$ cat config.mk
export PLATFORM = sky130hd
export DESIGN_NAME = oam_dma
export DESIGN_NICKNAME = d
export VERILOG_FILES = /design/src/rtl/ppu_pkg.sv /design/src/rtl/oam_dma.sv
export SDC_FILE = /design/constraint.sdc
export NUM_CORES = 1
export LEC_CHECK = 0
export CAP_MARGIN = 20
export CELL_PAD_IN_SITES_DETAIL_PLACEMENT = 0
export CELL_PAD_IN_SITES_GLOBAL_PLACEMENT = 2
export CORE_MARGIN = 2
export CORE_UTILIZATION = 18
export DETAILED_ROUTE_END_ITERATION = 10
export GPL_TIMING_DRIVEN = 0
export PLACE_DENSITY_LB_ADDON = 0.1
export SETUP_SLACK_MARGIN = 0.15
export SLEW_MARGIN = 20
export SYNTH_ARGS = -nofsm -noshare
export SYNTH_HDL_FRONTEND = slang
export SYNTH_SLANG_ARGS = --single-unit
$ cat constraint.sdc
create_clock -name clock -period 1.51 [get_ports clock]
set_input_delay 0.302 -clock clock [delete_from_list [all_inputs] [get_ports clock]]
set_output_delay 0.302 -clock clock [all_outputs]
set_load 0.03 [all_outputs]
$ cat src/rtl/ppu_pkg.sv
// rtl/ppu_pkg.sv - shared PPU bus constants and sprite DMA state encoding
//
// Purpose: constants shared by the PPU register-port blocks.
//   TRIG_ADDR : CPU write address that launches a sprite DMA
//   OAM_ADDR  : PPU OAMDATA register every fetched byte lands in
//   LEN       : bytes per sprite DMA (fixed at one page)
//   IDX_LAST  : index of the final byte in a page
//   dma_state_t : 3-bit sprite DMA FSM encoding
package ppu_pkg;

   localparam logic [15:0] TRIG_ADDR = 16'h4014;
   localparam logic [15:0] OAM_ADDR  = 16'h2004;
   localparam int          LEN       = 256;
   localparam logic [7:0]  IDX_LAST  = 8'(LEN - 1);

   typedef enum logic [2:0] {
      ST_IDLE  = 3'd0,
      ST_HALT  = 3'd1,
      ST_ALIGN = 3'd2,
      ST_READ  = 3'd3,
      ST_WRITE = 3'd4,
      ST_DONE  = 3'd5
   } dma_state_t;

endpackage

$ cat src/rtl/oam_dma.sv
// rtl/oam_dma.sv - sprite DMA bus initiator copying one CPU page into PPU OAMDATA
//
// Purpose: snoops CPU writes to TRIG_ADDR, halts the CPU and copies page
//   {data,8'h00}..{data,8'hFF} into OAM_ADDR, one read/write pair per byte.
// Ports:
//   clock, reset        : single clock, synchronous active-high reset
//   ce                  : CPU-cycle enable; state only advances when high
//   cpu_addr/out/we     : snooped CPU bus
//   bus_in              : read data, valid in the ce-cycle after dma_rd
//   cpu_en              : 0 while the CPU is halted for DMA
//   dma_busy            : 1 while this block owns the bus
//   dma_addr/out/rd/we  : bus drive while busy
//   dma_done            : one-ce-cycle pulse after the last write
module oam_dma
   import ppu_pkg::*;
(
   input  logic        clock,
   input  logic        reset,
   input  logic        ce,
   input  logic [15:0] cpu_addr,
   input  logic [7:0]  cpu_out,
   input  logic        cpu_we,
   input  logic [7:0]  bus_in,
   output logic        cpu_en,
   output logic        dma_busy,
   output logic [15:0] dma_addr,
   output logic [7:0]  dma_out,
   output logic        dma_rd,
   output logic        dma_we,
   output logic        dma_done
);

   dma_state_t state, state_nxt;
   logic [7:0] page, page_nxt;
   logic [7:0] idx, idx_nxt;
   logic       parity;
   logic       trig;

   assign trig = cpu_we && (cpu_addr == TRIG_ADDR);

   // Parity tracks CPU get/put cycles and runs whether or not a DMA is active,
   // so the HALT decision sees the true bus phase.
   always_ff @(posedge clock) begin
      if (reset) begin
         state  <= ST_IDLE;
         page   <= 8'h00;
         idx    <= 8'h00;
         parity <= 1'b0;
      end else if (ce) begin
         state  <= state_nxt;
         page   <= page_nxt;
         idx    <= idx_nxt;
         parity <= ~parity;
      end
   end

   always_comb begin
      state_nxt = state;
      page_nxt  = page;
      idx_nxt   = idx;
      cpu_en    = 1'b1;
      dma_busy  = 1'b0;
      dma_addr  = 16'h0000;
      dma_out   = 8'h00;
      dma_rd    = 1'b0;
      dma_we    = 1'b0;
      dma_done  = 1'b0;
      case (state)
         ST_IDLE: begin
            if (trig) begin
               page_nxt  = cpu_out;
               idx_nxt   = 8'h00;
               state_nxt = ST_HALT;
            end
         end
         ST_HALT: begin
            cpu_en    = 1'b0;
            dma_busy  = 1'b1;
            // An odd phase needs one extra dummy cycle so reads land on get cycles.
            state_nxt = parity ? ST_ALIGN : ST_READ;
         end
         ST_ALIGN: begin
            cpu_en    = 1'b0;
            dma_busy  = 1'b1;
            state_nxt = ST_READ;
         end
         ST_READ: begin
            cpu_en    = 1'b0;
            dma_busy  = 1'b1;
            dma_addr  = {page, idx};
            dma_rd    = 1'b1;
            state_nxt = ST_WRITE;
         end
         ST_WRITE: begin
            cpu_en   = 1'b0;
            dma_busy = 1'b1;
            dma_addr = OAM_ADDR;
            dma_we   = 1'b1;
            dma_out  = bus_in;
            // idx never carries into page: the source stays inside one page.
            if (idx == IDX_LAST) begin
               state_nxt = ST_DONE;
            end else begin
               idx_nxt   = idx + 8'd1;
               state_nxt = ST_READ;
            end
         end
         ST_DONE: begin
            dma_done  = 1'b1;
            state_nxt = ST_IDLE;
         end
         default: begin
            state_nxt = ST_IDLE;
         end
      endcase
   end

endmodule

==> qor.csv <==
metric,value,unit
Num CTS Buffers,3,
share of layout cells above drive strength 1,58.2,%
routed len/inst,14.4,um
Starting Density,18.8,%
FMAX,538,MHz
violated checks,setup timing,
LEAKAGE,1.12,nW
Post-Synth Simple-Gate Area,33.7,%
Area growth syn-to-layout,128,%
PD cells,368,nW/um^2
Adder-Cell Fraction of Synth Area,1.03,%
Worst Path Required,1.21,ns
post-synth top area cell,dfxtp_1,
total congestion overflow,0,
GR Util All Layers,12.6,%
ys async rst share,0,%
Yosys Warn Count,0,
Slew @ Worst Pin,0.690,ns
CP Max Fanout,5,
drt drc,0,
mapped cell area,1220,sq um
Clock transition at path regs,0.08,ns
status,"complete, but fails checks",
synth unique cells,44,
XOR/XNOR Fraction of Synth Area,0.719,%
depth of the CTS H-tree,1,
worst vdd ir,234,uV
Vias,1518,
Hold Worst Slack,0.399,ns
RSZ-0062 raised after global routing,true,
R2R depth,8,
synth cell count leaders,"22 x and2_1, 20 x dfxtp_1, 15 x nor2_1, 8 x mux2i_1, 8 x o21ai_0",
# hold bufs at CTS,0,
PnR worst setup slack,-0.350,ns
Clock Path Buffers,2,
Setup Viol. Count Final,46,
post-synthesis compound-gate area fraction,19.1,%
vias in the first global route,1467,
largest family of logic cells by synthesized area,simple AND/OR/NAND/NOR gates,
Critical Path AT,1.56,ns
hpwl dp,3240,um
Port Buf Inserts,64,
clk_lat worst skew,0.26,ns
Mapped Nets,184,
row count,29,
largest net degree at the start of global routing,11,
vias per cell,4.63,
RePlAce Congestion,0.725,
Hold Path Class,in -> reg,
commonest register cell after synthesis,dfxtp_1,
initial drt markers,28,
CP Class,reg -> out,
proportion of synthesized area in mux cells,7.50,%
Post-Synthesis Cells,147,
final WL,4730,um
register area share after synthesis,32.9,%
Die W,86.2,um
Max Cap Viol,0,
Hold Path Depth,3,
Core Box Area,6460,sq um
antenna cells,0,
Startpoint Class,register,
"Min Clock Period, post-route",1.86,ns
worst hold start,ce,
Post-synth EDFFs,0,
"count leader, synth",and2_1,
Setup Slack @ Placement,-0.935,ns
"top cells by area, synth","dfxtp_1 33%, and2_1 11%, mux2i_1 6.6%, nor2_1 4.6%, o21ai_0 3.3%",
Seq cells post-synth,20,
Clock Skews,0.0140,ns
Die Y,86.2,um
Slew headroom,54.0,%
die area,7440,sq um
Reg2Reg Launch Point,state[1],
Final Hold Viols,0,
Max Slew Vio Count,0,
"Period Utilization, post-route",123,%
CTS tree,done,
DR pass1 iterations,4,
Avg Inst Size Synth,8.28,sq um
Num Clock Sinks,20,
Crit. End Element,output port,
"antenna viol nets, final",0,
root buf cell,clkbuf_8,
top-area cell type share of the netlist area,32.9,%
IO Pins,65,
first-pass GRT wire length,7470,um
fillcell total,669,
CP Launch Point,state[1],
Nets,290,
initial antenna violation count,0,
repair_timing:
action / CTS / global route
pin swaps: 30 / 18
cloned: 1 / 0
buffers inserted: 29 / 7
resized for setup: 276 / 22
endpoints found under the setup margin: 48 / 48
flip-flops by register name (all words and copies together), names as in the netlist:
| register | cells |
|---|---|
| state | 3 |
| page | 8 |
| idx | 8 |
| parity | 1 |
final timing paths:
kind	to	slack, ns
max reg2reg	page[5]	-0.27
max	dma_out[2]	-0.35
min	idx[1]	0.40
min reg2reg	idx[5]	0.49
cells by family after synthesis:
group,after synthesis
xor gates and xnor gates,1
muxes,9
and+or+nand+nor,70
AOI/OAI and AO/OA,35
adders and majority gates,1
DFF,20
buffers and inverters,11
worst max-delay path, stage by stage (launching register included):
cell	delay [ns]
dfxtp_2	0.32
buf_6	0.13
nor3b_4	0.26
clkbuf_8	0.21
clkbuf_16	0.13
and2_4	0.13
buf_6	0.12
final cells by class:
cell class	instances	area, sq um	area share, %
tap	77	96.3	3.48
timing repair buffer	101	1040	37.6
buffer	9	106	3.84
clock buffer	3	41.3	1.49
multi-input combinational	116	1070	38.5
sequential	20	410	14.8
inverter	2	10.0	0.361
layer usage:
| layer | global-route usage (%) | vias to the layer above | part of all wire [%] |
|---|---|---|---|
| li1 | - | 739 | - |
| met1 | 16.1 | 734 | 45 |
| met2 | 21.8 | 43 | 50 |
| met3 | 2.57 | 2 | 4.7 |
| met4 | 2.98 | 0 | 0.51 |
| met5 | 0 | - | 0 |
power breakdown:
| part | internal, mW | leakage, nW | switching (mW) |
|---|---|---|---|
| combinational | 0.0840 | 0.932 | 0.0474 |
| sequential | 0.528 | 0.165 | 0.00178 |
| clock | 0.178 | 0.0216 | 0.181 |
| total | 0.790 | 1.12 | 0.230 |
placed cells by master, fill, tap and decap left out, types with 3 or more instances in the layout:
| master | n |
|---|---|
| a21oi_1 | 3 |
| nor2_4 | 3 |
| dlygate4sd2_1 | 13 |
| dfxtp_1 | 14 |
| nand3_2 | 3 |
| o21ai_1 | 4 |
| o21ai_2 | 3 |
| clkdlybuf4s50_1 | 19 |
| nor2_1 | 11 |
| clkbuf_8 | 4 |
| and2_4 | 22 |
| nand3_1 | 4 |
| buf_8 | 3 |
| buf_4 | 15 |
| a21oi_2 | 4 |
| buf_6 | 51 |
| nand2_1 | 5 |
| dfxtp_2 | 5 |
| mux2i_1 | 8 |
through the flow:
step	util, %	std cells	cell area [sq um]	setup TNS [ns]	power, mW
detailed placement	33.0	288	2130	-32.53	0.676
floorplan	-	147	1390	-0.808	0.568
CTS	40.9	321	2640	-10.60	1.03
global route	42.9	328	2770	-13.36	1.06
global placement	33.0	288	2130	-32.20	0.673
finish	42.9	328	2770	-9.78	1.02
Note: power is estimated with default switching activity, not from simulation.
